$ cat src/rtl/herm_buff_stream.sv
// herm_buff_stream: Hermitian-symmetry framer between the constellation mapper
// and the IFFT. Buffers N_SYM*N_ACT complex symbols, then streams N_SYM frames
// of N_FFT bins: zero DC, data bins, zero padding, mirrored conjugates.
// Ports:
//   clk, rst (sync, active high), flush (sync burst abort)
//   din/din_valid/din_ready            : mapper input, accepted only while filling
//   dout/dout_valid/dout_ready         : IFFT input stream
//   dout_sym_last, dout_burst_last     : end of symbol / end of burst markers
//   busy                               : high while frames are being emitted
module herm_buff_stream #(
  parameter int unsigned DW       = 16,
  parameter int unsigned N_FFT    = 64,
  parameter int unsigned N_ACT    = 28,
  parameter int unsigned N_SYM    = 8,
  parameter int unsigned CONJ_SAT = 1
) (
  input  logic          clk,
  input  logic          rst,
  input  logic          flush,
  input  logic [DW-1:0] din,
  input  logic          din_valid,
  output logic          din_ready,
  output logic [DW-1:0] dout,
  output logic          dout_valid,
  input  logic          dout_ready,
  output logic          dout_sym_last,
  output logic          dout_burst_last,
  output logic          busy
);

  localparam int unsigned DEPTH = N_ACT * N_SYM;
  localparam int unsigned AW    = (DEPTH > 1) ? $clog2(DEPTH) : 1;
  localparam int unsigned NW    = $clog2(N_FFT);
  localparam int unsigned SW    = (N_SYM > 1) ? $clog2(N_SYM) : 1;
  localparam int unsigned HW    = DW / 2;

  typedef enum logic {ST_FILL, ST_EMIT} state_e;
  typedef enum logic [1:0] {K_ZERO, K_DATA, K_CONJ} kind_e;

  state_e          state_q, state_d;
  logic [AW-1:0]   wr_cnt_q, wr_cnt_d;
  logic            issue_q, issue_d;
  logic [SW-1:0]   sym_q, sym_d;
  logic [NW-1:0]   bin_q, bin_d;
  logic [AW-1:0]   base_q, base_d;
  logic            s1_v_q, s1_v_d;
  kind_e           s1_kind_q, s1_kind_d;
  logic            s1_sym_last_q, s1_sym_last_d;
  logic            s1_burst_last_q, s1_burst_last_d;
  logic [DW-1:0]   dout_q, dout_d;
  logic            dout_valid_q, dout_valid_d;
  logic            sym_last_q, sym_last_d;
  logic            burst_last_q, burst_last_d;

  logic [DW-1:0]   mem [DEPTH];
  logic [DW-1:0]   rd_data_q;
  logic [AW-1:0]   rd_addr;
  kind_e           kind_c;
  logic [DW-1:0]   out_c;
  logic            wr_en, rd_en, adv;

  function automatic logic [DW-1:0] conj_f(input logic [DW-1:0] x);
    logic [HW-1:0] q;
    logic [HW-1:0] nq;
    q  = x[DW-1:HW];
    nq = -q;
    if (CONJ_SAT != 0 && q == {1'b1, {(HW-1){1'b0}}})
      nq = {1'b0, {(HW-1){1'b1}}};
    return {nq, x[HW-1:0]};
  endfunction

  // Bin classification and buffer address for the bin being issued.
  always_comb begin
    kind_c  = K_ZERO;
    rd_addr = base_q;
    if (bin_q != '0 && 32'(bin_q) <= N_ACT) begin
      kind_c  = K_DATA;
      rd_addr = base_q + AW'(bin_q) - AW'(1);
    end else if (32'(bin_q) >= N_FFT - N_ACT) begin
      kind_c  = K_CONJ;
      rd_addr = base_q + AW'(NW'(N_FFT - 1) - bin_q);
    end
  end

  always_comb begin
    case (s1_kind_q)
      K_DATA:  out_c = rd_data_q;
      K_CONJ:  out_c = conj_f(rd_data_q);
      default: out_c = '0;
    endcase
  end

  // Issue -> RAM read -> output register; the whole pipe freezes on a stalled output.
  assign adv = !(dout_valid_q && !dout_ready);

  always_comb begin
    state_d         = state_q;
    wr_cnt_d        = wr_cnt_q;
    issue_d         = issue_q;
    sym_d           = sym_q;
    bin_d           = bin_q;
    base_d          = base_q;
    s1_v_d          = s1_v_q;
    s1_kind_d       = s1_kind_q;
    s1_sym_last_d   = s1_sym_last_q;
    s1_burst_last_d = s1_burst_last_q;
    dout_d          = dout_q;
    dout_valid_d    = dout_valid_q;
    sym_last_d      = sym_last_q;
    burst_last_d    = burst_last_q;
    wr_en           = 1'b0;
    rd_en           = 1'b0;

    case (state_q)
      ST_FILL: begin
        if (din_valid) begin
          wr_en = 1'b1;
          if (wr_cnt_q == AW'(DEPTH - 1)) begin
            state_d  = ST_EMIT;
            wr_cnt_d = '0;
            issue_d  = 1'b1;
            sym_d    = '0;
            bin_d    = '0;
            base_d   = '0;
          end else begin
            wr_cnt_d = wr_cnt_q + 1'b1;
          end
        end
      end
      ST_EMIT: begin
        if (adv) begin
          rd_en           = issue_q;
          s1_v_d          = issue_q;
          s1_kind_d       = kind_c;
          s1_sym_last_d   = issue_q && (bin_q == NW'(N_FFT - 1));
          s1_burst_last_d = issue_q && (bin_q == NW'(N_FFT - 1)) && (sym_q == SW'(N_SYM - 1));
          dout_valid_d    = s1_v_q;
          dout_d          = s1_v_q ? out_c : '0;
          sym_last_d      = s1_v_q && s1_sym_last_q;
          burst_last_d    = s1_v_q && s1_burst_last_q;
          if (issue_q) begin
            if (bin_q == NW'(N_FFT - 1)) begin
              bin_d  = '0;
              sym_d  = sym_q + 1'b1;
              base_d = base_q + AW'(N_ACT);
              if (sym_q == SW'(N_SYM - 1))
                issue_d = 1'b0;
            end else begin
              bin_d = bin_q + 1'b1;
            end
          end
        end
        if (dout_valid_q && dout_ready && burst_last_q) begin
          state_d      = ST_FILL;
          dout_valid_d = 1'b0;
          dout_d       = '0;
          sym_last_d   = 1'b0;
          burst_last_d = 1'b0;
        end
      end
      default: state_d = ST_FILL;
    endcase

    if (flush) begin
      state_d      = ST_FILL;
      wr_cnt_d     = '0;
      issue_d      = 1'b0;
      s1_v_d       = 1'b0;
      dout_valid_d = 1'b0;
      dout_d       = '0;
      sym_last_d   = 1'b0;
      burst_last_d = 1'b0;
      wr_en        = 1'b0;
      rd_en        = 1'b0;
    end
  end

  always_ff @(posedge clk) begin
    if (wr_en) mem[wr_cnt_q] <= din;
    if (rd_en) rd_data_q <= mem[rd_addr];
  end

  always_ff @(posedge clk) begin
    if (rst) begin
      state_q         <= ST_FILL;
      wr_cnt_q        <= '0;
      issue_q         <= 1'b0;
      sym_q           <= '0;
      bin_q           <= '0;
      base_q          <= '0;
      s1_v_q          <= 1'b0;
      s1_kind_q       <= K_ZERO;
      s1_sym_last_q   <= 1'b0;
      s1_burst_last_q <= 1'b0;
      dout_q          <= '0;
      dout_valid_q    <= 1'b0;
      sym_last_q      <= 1'b0;
      burst_last_q    <= 1'b0;
    end else begin
      state_q         <= state_d;
      wr_cnt_q        <= wr_cnt_d;
      issue_q         <= issue_d;
      sym_q           <= sym_d;
      bin_q           <= bin_d;
      base_q          <= base_d;
      s1_v_q          <= s1_v_d;
      s1_kind_q       <= s1_kind_d;
      s1_sym_last_q   <= s1_sym_last_d;
      s1_burst_last_q <= s1_burst_last_d;
      dout_q          <= dout_d;
      dout_valid_q    <= dout_valid_d;
      sym_last_q      <= sym_last_d;
      burst_last_q    <= burst_last_d;
    end
  end

  assign din_ready       = (state_q == ST_FILL);
  assign busy            = (state_q == ST_EMIT);
  assign dout            = dout_q;
  assign dout_valid      = dout_valid_q;
  assign dout_sym_last   = sym_last_q;
  assign dout_burst_last = burst_last_q;

endmodule

$ cat config.mk
export PLATFORM = sky130hd
export DESIGN_NAME = herm_buff_stream
export DESIGN_NICKNAME = d
export VERILOG_FILES = /design/src/rtl/herm_buff_stream.sv
export SDC_FILE = /design/constraint.sdc
export NUM_CORES = 2
export LEC_CHECK = 0
export CAP_MARGIN = 20
export CORE_UTILIZATION = 40
export DETAILED_ROUTE_END_ITERATION = 6
export PLACE_DENSITY_LB_ADDON = 0.2
export SLEW_MARGIN = 20
export SYNTH_ARGS = -nofsm -noshare
export SYNTH_HDL_FRONTEND = slang
export SYNTH_SLANG_ARGS = --single-unit
$ cat constraint.sdc
create_clock -name clk -period 6.45 [get_ports clk]
set_input_delay 0.9675 -clock clk [delete_from_list [all_inputs] [get_ports clk]]
set_output_delay 0.9675 -clock clk [all_outputs]
set_load 0.01 [all_outputs]
==> results.ini <==
[worst_setup_path]
crit_end = rd_data_q[2]$_DFFE_PP_
crit_type = flop to flop
start_kind = flop
cp_max_fo = 14
r2r_slack_ns = 0.28
crit_start = bin_q[1]$_SDFFE_PP0P_
worst-endpoint-arrival_ns = 6.96
rr_worst_depth = 15
required_ns = 7.24
r2r-end = rd_data_q[2]$_DFFE_PP_
timing.rr.start = bin_q[1]$_SDFFE_PP0P_
critPathCaptureType = flop

[synthesis]
ys_warn_count = 0
synth.top_cell.area_share = 0.739
synth_seq_cells = 3649
yosys.area.top_type = edfxtp_1
async_flop_share = 0
avgSynthCellArea_um2 = 13.4
ys_seq_area_frac = 0.746
synth_edf_count = 3600
synthTopCellsByArea = edfxtp_1 (74%), nand2_1 (7.5%), nand3_1 (4.1%), mux2i_1 (1.9%), buf_2 (1.3%)
ys_types = 88
synth_area_mm2 = 0.146
synth-main-ff-cell = edfxtp_1
synth_fp_nets = 10945
syn_inst = 10895

[floorplan]
rows = 221
core_area_mm2 = 0.363
die_h_um = 607
dieArea_mm2 = 0.368
pin_count = 42
start_util = 0.403
die_x_um = 607

[outcome]
status = finished, final reports clean

[routing]
drcViolationCount = 0
via_count = 96774
viasPerCell = 5.94
first_pass_iters = 7
wirelength_um = 498000
met2_length_um = 224000
drtIter0Drc = 12737
dr.max_layer_used = met5
wl_per_cell_um = 30.6
met1Wirelength_um = 201000
dr_wl_met3_um = 50900
ant_nets = 0

[timing]
hold_viol_final = 0
worst_pin_slew_ns = 1.37
rsz0062_at_grt = false
fin_hold_ws_ns = 0.413
setup_viol = 0
maxSlewHeadroom = 0.0852
final_max_slew_viol_count = 0
finalClockSkew_ns = 0.0865
fmax_ghz = 0.162
tns_ns = 0
finalCriticalPeriod_ns = 6.17
finalCritPeriodShare = 0.957

[finish]
fillers = 31859
multi_input_area_mm2 = 0.0339
layout_common_cells = edfxtp_1 (3600), nand2_1 (2911), nand3_1 (1194)
seq_area_mm2 = 0.109
final_layout_size_suffix_gt1_frac = 0.112
area_growth_pct = 14.4
instances_no_fill = 16303
nets = 11245
mostFrequentLayoutCell = edfxtp_1

[global_route]
antenna_found_initial = 35
grt_remaining_overflow = 0
grt_pass1_wl_um = 698000
grt_max_degree = 165
track_usage = 0.266
grt_pass1_vias = 90728

[clock_network]
insertion_delay_ns = 0.99
clock_sinks = 3649
clockRootBuffer = clkbuf_16
clkTransAtPathRegs_ns = 0.06
cts_buffers = 385
h-tree-depth = 5
holdBufCountCts = 0
cts_resized = 0
tritoncts = yes
clockBufferDepth = 4
post_cts_buffers = 0

[placement]
hpwl_um = 304000
placedCellCount = 15601
io_buffers = 41
gp_congestion = 0.917

[pwr]
ir_drop_v = 0.000238
leakagePower_uw = 0.0560
power_density_mw_per_mm2 = 285

[flow_run]
cap_violations = 0

[min_path]
hp-class = primary input to flop

==> through the flow <==
step | utilization | setup WS [ns] | instance area (µm²) | total power [µW]
after detailed placement | 0.428 | 0.425 | 155000 | 27100
after global routing | 0.461 | 0.268 | 167000 | 48900
after CTS | 0.461 | 0.370 | 167000 | 48000
final | 0.461 | 0.278 | 167000 | 47800
after global placement | 0.428 | 0.0478 | 155000 | 27100
after floorplan | - | 2.81 | 146000 | 26600
==> synthesized netlist by cell type (9+ instances only) <==
| cell | n |
|---|---|
| o22ai_1 | 36 |
| buf_4 | 62 |
| nand4_1 | 40 |
| a2111oi_0 | 13 |
| edfxtp_1 | 3600 |
| a21boi_0 | 11 |
| o31ai_1 | 16 |
| nand3_1 | 1199 |
| a32oi_1 | 38 |
| a221oi_1 | 132 |
| a22oi_1 | 62 |
| buf_2 | 384 |
| o221ai_1 | 11 |
| buf_1 | 88 |
| a31oi_1 | 189 |
| inv_1 | 43 |
| o2111ai_1 | 12 |
| a31o_2 | 11 |
| buf_6 | 23 |
| a21oi_1 | 334 |
| mux2i_1 | 279 |
| a311oi_1 | 203 |
| o211ai_1 | 15 |
| a211oi_1 | 45 |
| and3_1 | 205 |
| mux4_2 | 17 |
| xnor2_1 | 11 |
| or3_1 | 14 |
| nand2_1 | 2915 |
| dfxtp_1 | 49 |
| clkbuf_1 | 198 |
| o32a_1 | 10 |
| nor2b_1 | 11 |
| a221o_1 | 9 |
| ha_1 | 28 |
| o21ai_0 | 51 |
| nor3_1 | 55 |
| nor4_1 | 34 |
| nor2_1 | 317 |
==> worst min path at each step <==
stage | cells past startpoint | slack (ns) | endpoint | start
after detailed placement | 2 | 0.45 | s1_v_q$_SDFFE_PP0P_ | s1_v_q$_SDFFE_PP0P_
after CTS | 1 | 0.38 | mem[169][7]$_DFFE_PP_ | din[7]
after global routing | 1 | 0.41 | mem[169][7]$_DFFE_PP_ | din[7]
final | 1 | 0.41 | mem[169][7]$_DFFE_PP_ | din[7]
after floorplan | 2 | 0.43 | s1_sym_last_q$_SDFFE_PP0P_ | s1_sym_last_q$_SDFFE_PP0P_
after global placement | 2 | 0.44 | s1_v_q$_SDFFE_PP0P_ | s1_v_q$_SDFFE_PP0P_
==> metal layers <==
metal	up-vias	track usage
met5	-	0
met4	14	0.103
met3	856	0.0545
met2	5138	0.408
met1	49475	0.371
li1	41291	-
==> sequential cells by signal, summed over array words and instances, names as in the netlist, 2 cells and up <==
name / cells
mem: 3584
dout: 16
rd_data_q: 16
wr_cnt_q: 8
base_q: 6
bin_q: 6
sym_q: 3
s1_kind_q: 2
==> cell families after synthesis <==
| kind of cell | share of synthesized area |
|---|---|
| AOI/OAI and AO/OA | 0.0610 |
| other | 0.0000256 |
| buffers and inverters | 0.0266 |
| adders and majority gates | 0.00253 |
| DFF | 0.746 |
| muxes | 0.0221 |
| xor gates and xnor gates | 0.00114 |
| and+or+nand+nor | 0.141 |
==> power breakdown <==
| group | leakage, µW | total (µW) | switching (µW) | internal, µW |
|---|---|---|---|---|
| clock network | 0.00574 | 21200 | 9300 | 11900 |
| registers | 0.0327 | 26100 | 2.10 | 26100 |
| logic | 0.0175 | 550 | 497 | 52.6 |
| total | 0.0560 | 47800 | 9800 | 38000 |
==> worst max-delay path, stage by stage, from the launching register on <==
cell	delay, ns
dfxtp_1	0.42
inv_1	0.23
ha_1	0.24
or4b_1	0.72
buf_4	0.31
a32oi_1	0.34
nand2_4	0.36
nand2_2	0.67
buf_4	0.40
buf_4	0.27
a311oi_1	0.11
nor4_1	1.01
buf_4	0.32
o2111ai_1	0.15
buf_4	0.22
a211oi_1	0.16
==> area by class of cell <==
| cell class | count | share of cell area |
|---|---|---|
| antenna | 13 | 0.000194 |
| multi-input combinational | 6447 | 0.203 |
| timing repair buffer | 669 | 0.0379 |
| sequential | 3649 | 0.652 |
| clock buffer | 497 | 0.0608 |
| clock inverter | 191 | 0.00964 |
| inverter | 43 | 0.000965 |
| tap | 4794 | 0.0358 |
No activity file was read; power rests on OpenSTA's default activity.
